File: config.mk
export PLATFORM = sky130hd
export DESIGN_NAME = mem_arbiter
export DESIGN_NICKNAME = d
export VERILOG_FILES = /design/src/rtl/mem_arb_pkg.sv /design/src/rtl/arb_wait_ctr.sv /design/src/rtl/mem_arbiter.sv
export SDC_FILE = /design/constraint.sdc
export NUM_CORES = 1
export LEC_CHECK = 0
export BUFFER_PORTS_ARGS = -buffer_cell sky130_fd_sc_hd__buf_2
export CAP_MARGIN = 20
export CORE_ASPECT_RATIO = 0.8
export CORE_MARGIN = 2
export CORE_UTILIZATION = 49
export DETAILED_ROUTE_END_ITERATION = 10
export HOLD_SLACK_MARGIN = 0.1
export PLACE_DENSITY = 0.95
export SETUP_SLACK_MARGIN = 0.1
export SYNTH_ARGS = -nofsm -noshare
export SYNTH_HDL_FRONTEND = slang
export SYNTH_SLANG_ARGS = --single-unit
File: constraint.sdc
create_clock -name clk -period 3.4 [get_ports clk]
set_input_delay 0.34 -clock clk [delete_from_list [all_inputs] [get_ports clk]]
set_output_delay 0.34 -clock clk [all_outputs]
set_load 0.005 [all_outputs]
File: src/rtl/mem_arb_pkg.sv
// Shared types and default sizes for the two-port memory arbiter.
// Holds the FSM state encoding, the port-ID type and the round-robin pick helper.
package mem_arb_pkg;

   localparam int DEF_ADDR_W      = 16;
   localparam int DEF_DATA_W      = 32;
   localparam int DEF_WAIT_CYCLES = 4;
   localparam int CTR_W           = 8;

   typedef enum logic [1:0] {
      ST_IDLE  = 2'd0,
      ST_ISSUE = 2'd1,
      ST_WAIT  = 2'd2,
      ST_DONE  = 2'd3
   } arb_state_e;

   typedef logic port_id_t;

   // A lone requester wins; on a tie the port that did not go last wins.
   function automatic port_id_t pick_owner(input logic req0, input logic req1,
                                           input port_id_t last_owner);
      port_id_t pick;
      if (req0 && !req1)      pick = 1'b0;
      else if (!req0 && req1) pick = 1'b1;
      else                    pick = ~last_owner;
      return pick;
   endfunction

endpackage

File: src/rtl/arb_wait_ctr.sv
// Memory-latency down-counter: loaded with the wait length, counts down to 1 and stops there.
// done_o marks the final wait cycle.
module arb_wait_ctr
   import mem_arb_pkg::*;
(
   input  logic             clk,
   input  logic             reset,
   input  logic             load_i,
   input  logic [CTR_W-1:0] load_val_i,
   input  logic             en_i,
   output logic [CTR_W-1:0] value_o,
   output logic             done_o
);

   logic [CTR_W-1:0] value_q;

   always_ff @(posedge clk) begin
      if (reset) begin
         value_q <= '0;
      end else if (load_i) begin
         value_q <= load_val_i;
      end else if (en_i && (value_q > CTR_W'(1))) begin
         value_q <= value_q - CTR_W'(1);
      end
   end

   assign value_o = value_q;
   assign done_o  = (value_q == CTR_W'(1));

endmodule

File: src/rtl/mem_arbiter.sv
// Two-port (I-cache / D-cache) round-robin arbiter in front of a fixed-latency memory.
// One transaction at a time: request fields are latched in IDLE and held until DONE.
//
//   state | meaning
//   IDLE  | sample req0/req1, pick owner, latch its rw/addr/wdata
//   ISSUE | one-cycle memory strobe, load wait counter
//   WAIT  | WAIT_CYCLES cycles of memory latency, capture read data on the last
//   DONE  | one-cycle rdy pulse to the owner, record owner for round-robin
module mem_arbiter
   import mem_arb_pkg::*;
#(
   parameter int ADDR_W      = DEF_ADDR_W,
   parameter int DATA_W      = DEF_DATA_W,
   parameter int WAIT_CYCLES = DEF_WAIT_CYCLES
) (
   input  logic              clk,
   input  logic              reset,
   input  logic              req0,
   input  logic              req1,
   input  logic              rw0,
   input  logic              rw1,
   input  logic [ADDR_W-1:0] addr0,
   input  logic [ADDR_W-1:0] addr1,
   input  logic [DATA_W-1:0] wdata0,
   input  logic [DATA_W-1:0] wdata1,
   output logic              rdy0,
   output logic              rdy1,
   output logic [DATA_W-1:0] rdata,
   output logic              busy,
   output logic              mstrobe,
   output logic              mrw,
   output logic [ADDR_W-1:0] maddr,
   output logic [DATA_W-1:0] mwdata,
   input  logic [DATA_W-1:0] mrdata
);

   arb_state_e        state_q, state_d;
   port_id_t          owner_q, owner_d;
   port_id_t          last_owner_q, last_owner_d;
   logic              rw_q, rw_d;
   logic [ADDR_W-1:0] addr_q, addr_d;
   logic [DATA_W-1:0] wdata_q, wdata_d;
   logic [DATA_W-1:0] rdata_q, rdata_d;

   logic             ctr_load;
   logic             ctr_en;
   logic             ctr_done;
   logic [CTR_W-1:0] ctr_value;

   arb_wait_ctr u_wait_ctr (
      .clk        (clk),
      .reset      (reset),
      .load_i     (ctr_load),
      .load_val_i (CTR_W'(WAIT_CYCLES)),
      .en_i       (ctr_en),
      .value_o    (ctr_value),
      .done_o     (ctr_done)
   );

   always_ff @(posedge clk) begin
      if (reset) begin
         state_q      <= ST_IDLE;
         owner_q      <= 1'b0;
         last_owner_q <= 1'b1;
         rw_q         <= 1'b0;
         addr_q       <= '0;
         wdata_q      <= '0;
         rdata_q      <= '0;
      end else begin
         state_q      <= state_d;
         owner_q      <= owner_d;
         last_owner_q <= last_owner_d;
         rw_q         <= rw_d;
         addr_q       <= addr_d;
         wdata_q      <= wdata_d;
         rdata_q      <= rdata_d;
      end
   end

   always_comb begin
      state_d      = state_q;
      owner_d      = owner_q;
      last_owner_d = last_owner_q;
      rw_d         = rw_q;
      addr_d       = addr_q;
      wdata_d      = wdata_q;
      rdata_d      = rdata_q;
      ctr_load     = 1'b0;
      ctr_en       = 1'b0;

      unique case (state_q)
         ST_IDLE: begin
            if (req0 || req1) begin
               owner_d = pick_owner(req0, req1, last_owner_q);
               if (owner_d == 1'b0) begin
                  rw_d    = rw0;
                  addr_d  = addr0;
                  wdata_d = wdata0;
               end else begin
                  rw_d    = rw1;
                  addr_d  = addr1;
                  wdata_d = wdata1;
               end
               state_d = ST_ISSUE;
            end
         end
         ST_ISSUE: begin
            ctr_load = 1'b1;
            state_d  = ST_WAIT;
         end
         ST_WAIT: begin
            ctr_en = 1'b1;
            if (ctr_done) begin
               if (!rw_q) rdata_d = mrdata;
               state_d = ST_DONE;
            end
         end
         ST_DONE: begin
            last_owner_d = owner_q;
            state_d      = ST_IDLE;
         end
         default: begin
            state_d = ST_IDLE;
         end
      endcase
   end

   // Memory-side fields are only driven while the access is live (ISSUE/WAIT).
   logic mem_active;
   assign mem_active = (state_q == ST_ISSUE) || (state_q == ST_WAIT);

   assign busy    = (state_q == ST_ISSUE) || (state_q == ST_WAIT) || (state_q == ST_DONE);
   assign mstrobe = (state_q == ST_ISSUE);
   assign mrw     = mem_active & rw_q;
   assign maddr   = mem_active ? addr_q  : '0;
   assign mwdata  = mem_active ? wdata_q : '0;
   assign rdy0    = (state_q == ST_DONE) && (owner_q == 1'b0);
   assign rdy1    = (state_q == ST_DONE) && (owner_q == 1'b1);
   assign rdata   = rdata_q;

endmodule

* Word level (Yosys, flattened, before mapping)
Index checks and enable logic that the tools add are counted.
** Storage, ports and cells
- Word-level logic and storage cells :: 53
- Register bits :: 93
- Bits of input ports :: 134
** Cells by class
- Add/sub/neg operators :: 1
- Bitwise logic cells :: 4
- Multiplexer cells :: 16
- Reduce and logical (&&, ||, !) cells :: 16
- Equality and inequality tests :: 6
- $lt $le $gt $ge :: 1
** Operators with widths (count)
- 32-bit 2-to-1 mux :: 2
- 16-bit 2-to-1 mux :: 2
- 8-bit by 1-bit == test with 1-bit output (second input constant) :: 1
- 8-bit by 1-bit > comparator with 1-bit output (second input constant) :: 1
- 2-bit one-hot mux with 4 select lines :: 1
- 8-bit by 1-bit subtractor with 8-bit output (second input constant) :: 1
- 1-bit 2-to-1 mux :: 7
- 3-bit 2-to-1 mux :: 2
- 1-bit logical AND :: 5
- 2-bit == test (second input constant) :: 2
- 2-bit 2-to-1 mux :: 2
- 2-bit inequality test (second input constant) :: 2
- 2-bit AND reduction :: 2
- 1-bit logical OR :: 3
- 1-bit NOT :: 3
- 3-bit AND reduction :: 1
- 2-bit by 1-bit == test with 1-bit output (second input constant) :: 1
- 1-bit logical NOT :: 2
- 2-bit logical NOT :: 1
- 2-bit nonzero test :: 1
- 2-bit OR reduction :: 1
- 1-bit bitwise AND :: 1

* Depth between registers and ports, before layout
- Word-level depth :: 7
- Mapped depth :: 8

* Cells and area by module
Synthesis repeated with hierarchy kept, for this count alone.
** Unflattened totals
- Cell total of the unflattened synthesis :: 595
- Area total of the unflattened synthesis :: 5002.3 µm²
** Modules (own cells, without submodules)
- mem_arbiter :: seq. area each 1701.6 µm², cells each 527, instances 1, area an instance 4441.8 µm²
- arb_wait_ctr :: seq. area each 160.2 µm², cells each 68, instances 1, area an instance 560.5 µm²

* Least setup slack after synthesis
OpenSTA, ideal clock, no wires.
- Path type :: reg-to-output
- From :: reg state_q[0]
- To :: out mwdata[21]
- Setup slack :: 1.752 ns
- Stages on the path, launching flop included :: 6
- Arrival :: 1.308 ns
- Cells stage by stage :: dfxtp_1 -> inv_1 -> ha_1 -> clkbuf_1 -> clkbuf_1 -> and2_1
** Between the ends
- Longest elaborated chain between the ends :: 3
- Elaborated cells on any way between the ends :: 4
- Classes of those cells :: 2 x eq/ne; 1 x mux; 1 x reduce/logical
** RTL lines
- start: declaration :: line mem_arbiter.sv:37 : arb_state_e state_q, state_d;
- start signal: assignment :: line mem_arbiter.sv:70 : state_q <= state_d;
- 2-bit by 1-bit == test with 1-bit output / 2-bit == test (equally long branches) :: line mem_arbiter.sv:130 : assign mem_active = (state_q == ST_ISSUE) || (state_q == ST_WAIT);
- 1-bit logical OR * :: line mem_arbiter.sv:130
- 32-bit 2-to-1 mux * :: line mem_arbiter.sv:136 : assign mwdata = mem_active ? wdata_q : '0;
- end: declaration :: line mem_arbiter.sv:33 : output logic [DATA_W-1:0] mwdata,
Every way passes the cells marked *; elsewhere a longest branch is shown, timed or not.

* Worst setup path in the final report
- From :: reg state_q[1]
- To :: out maddr[1]
** Between the ends
- Longest elaborated chain between the ends :: 3
- Elaborated cells on any way between the ends :: 4
- Classes of those cells :: 2 x eq/ne; 1 x mux; 1 x reduce/logical
** RTL lines
- 2-bit by 1-bit == test with 1-bit output / 2-bit == test (equally long branches) :: line mem_arbiter.sv:130
- 1-bit logical OR * :: line mem_arbiter.sv:130
- 16-bit 2-to-1 mux * :: line mem_arbiter.sv:135 : assign maddr = mem_active ? addr_q : '0;
- end: declaration :: line mem_arbiter.sv:32 : output logic [ADDR_W-1:0] maddr,
Marked as above.

==> out/metrics.csv <==
metric;value;unit
hold path start;mrdata[1];
Sw Share;36.9;%
CTS resizes;0;
Port Buf Inserts;218;
CP max FO;27;
Hold WS;204;ps
dpl hpwl;8.56;mm
clock share of power;20.2;%
Hold Path Depth;3;
Fmax achieved;0.389;GHz
GP Congestion;0.775;
area of the multi-input gates;0.00221;mm²
vias in the first global route;4031;
pwr/cell area;622;mW/mm²
Pint;2.19;mW
share of post-route cells with drive strength above 1;35.5;%
Reg2Reg Setup Slack;910;ps
Arr. time, crit path;2230;ps
Reg clk slew, reported paths;110;ps
Worst Skew;15.4;ps
TritonCTS clock tree;built;
Synth top cells by count;93 x dfxtp_1, 68 x nand2_1, 60 x nor2_1, 50 x and2_1, 50 x mux2i_1;
leading area contributor after synthesis;dfxtp_1;
R2R cell count;6;
Post-Syn Area;0.00428;mm²
Seq. cell area;0.00186;mm²
total gr overflow;0;
synth top area cells;dfxtp_1 44%, mux2i_1 12%, a211oi_1 8.6%;
Final min period;2570;ps
Worst Hold Class;in2reg;
Psw;1.28;mW
Post-Synthesis Cells;495;
post-route ant nets;0;
RSZ-0062 raised after global routing;no;
worst path required time;3060;ps
count leader, synth;dfxtp_1;
Fillers;719;
top-area cell type share of the netlist area;43.5;%
vias per inst;5.27;
status;finished clean;
Post-synth top flop;dfxtp_1;
max cap viols;0;
vias;4249;
Placed Area;0.00537;mm²
Rows;30;
reg2reg start;state_q[0];
first-pass GRT wire length;18.6;mm
Seq pwr share;42.6;%
Slew Limit Fails;0;
warning count from the yosys run;0;
Yosys cell types;39;
CP startpoint;state_q[1];
sequential-to-total area share from yosys stat;43.5;%
Clock Sinks;93;
initial antenna violation count;0;
Max H-tree Level;3;
hold_buf cts;0;
post-DR wirelength/cell;14.7;µm
EDFF count, synth;0;
area of the die;0.00949;mm²
maximum VDD drop;0.406;mV
die extent in x;108;µm
number of setup violations in the final report;0;
NumNets Final;831;
First DRT Iteration DRCs;208;
setup TNS;0;ps
Avg Synthesized Cell Area;8.64;µm²
type of origin of the critical path;flop;
critical path endpoint category;primary output;
fin crit share;75.6;%
CTS buffer count;9;
area added between synthesis and finish;30.1;%
Max-slew headroom;30.6;%
Async S/R FF share, synth;0;%
Core Region;0.00848;mm²
Post CTS Setup Buffer Count;0;
aggregate global-route resource usage;24.5;%
Hold Path Sink;rdata[1];
worst-margin pin slew;1040;ps
Top-Level Pins;219;
Crit Path Category;reg2out;
clk root buf;clkbuf_8;
Skew-Pair Late Insertion Delay;360;ps
final wirelength;11.8;mm
net count after synthesis;636;
Combinational Power Share;37.2;%
fin area;0.00556;mm²
Total Power;3.46;mW
chip height;87.5;µm
final hold vios;0;
DR pass1 iterations;4;
Yosys reg bits;93;
Remaining DRCs;0;
number of diodes;0;
Starting Density;50.4;%
largest net degree at the start of global routing;99;
leakage;2.79;nW
maximum clock path buffer count;2;
reg-to-reg endpoint;rdata[17];
[critical path: stages, from the launching register on]
cell	delay [ps]
dfxtp_1	400
inv_1	100
ha_1	710
buf_4	360
and2_1	170
buf_2	120
[power by group through the flow]
stage	logic [mW]	clock network (mW)	registers (mW)
final	1.29	0.700	1.47
after global routing	1.44	0.767	1.50
after global placement	1.22	0	1.47
after detailed placement	1.28	0	1.49
after CTS	1.29	0.717	1.47
after floorplan	0.871	0	1.45
[worst max-delay path by stage]
stage                 end
5_1_grt          maddr[1]
3_5_place_dp     rdata[4]
3_3_place_gp    rdata[10]
4_1_cts         maddr[14]
2_1_floorplan  mwdata[21]
6_report         maddr[1]
[layout by cell type, fill, tap and decap left out, types with 3 or more instances in the layout]
| master | Yosys | routed |
|---|---|---|
| a211oi_1 | 49 | 49 |
| a21oi_1 | 37 | 37 |
| and2_1 | 50 | 50 |
| buf_2 | 5 | 218 |
| buf_4 | 3 | 3 |
| clkbuf_8 | 0 | 9 |
| dfxtp_1 | 93 | 93 |
| ha_1 | 7 | 7 |
| inv_1 | 8 | 8 |
| mux2i_1 | 50 | 50 |
| nand2_1 | 68 | 68 |
| nor2_1 | 60 | 60 |
| nor3_1 | 4 | 4 |
| o31ai_1 | 3 | 3 |
[area by class of cell]
class / count / area share [%]
flip-flops and latches: 93 / 33.5
multi-input cells: 356 / 39.8
clock buffers: 9 / 2.23
well taps: 112 / 2.52
clock inverters: 7 / 1.15
inverters: 8 / 0.540
repair buffers: 222 / 20.3
[kinds of logic after synthesis]
| group | count (synthesis) | synth area share [%] |
|---|---|---|
| compound gates | 98 | 15.3 |
| xor+xnor | 2 | 0.410 |
| fa+ha+maj | 8 | 2.37 |
| buf+inv | 46 | 4.80 |
| flops | 93 | 43.5 |
| mux | 50 | 11.7 |
| simple gates | 198 | 21.9 |
[stage by stage]
| step | util [%] | instances | worst slack [ps] |
|---|---|---|---|
| 6_report | 65.6 | 807 | 828 |
| 5_1_grt | 65.6 | 807 | 682 |
| 4_1_cts | 65.6 | 807 | 813 |
| 3_5_place_dp | 63.3 | 791 | 1090 |
| 3_3_place_gp | 63.2 | 790 | 1050 |
| 2_1_floorplan | - | 495 | 1750 |
[state kept, by name, summed over array words and instances (netlist names)]
| register | cells |
|---|---|
| state_q | 2 |
| rw_q | 1 |
| u_wait_ctr.value_o | 8 |
| last_owner_q | 1 |
| rdata | 32 |
| addr_q | 16 |
| owner_q | 1 |
| wdata_q | 32 |
[layer usage]
layer  share of wire, %  global-route usage [%]
met1                 38                    26.6
met2                 54                    47.7
met3                6.0                    5.43
met4                1.7                    7.11
met5                  0                       0
Power figures use the tool's default switching activity.
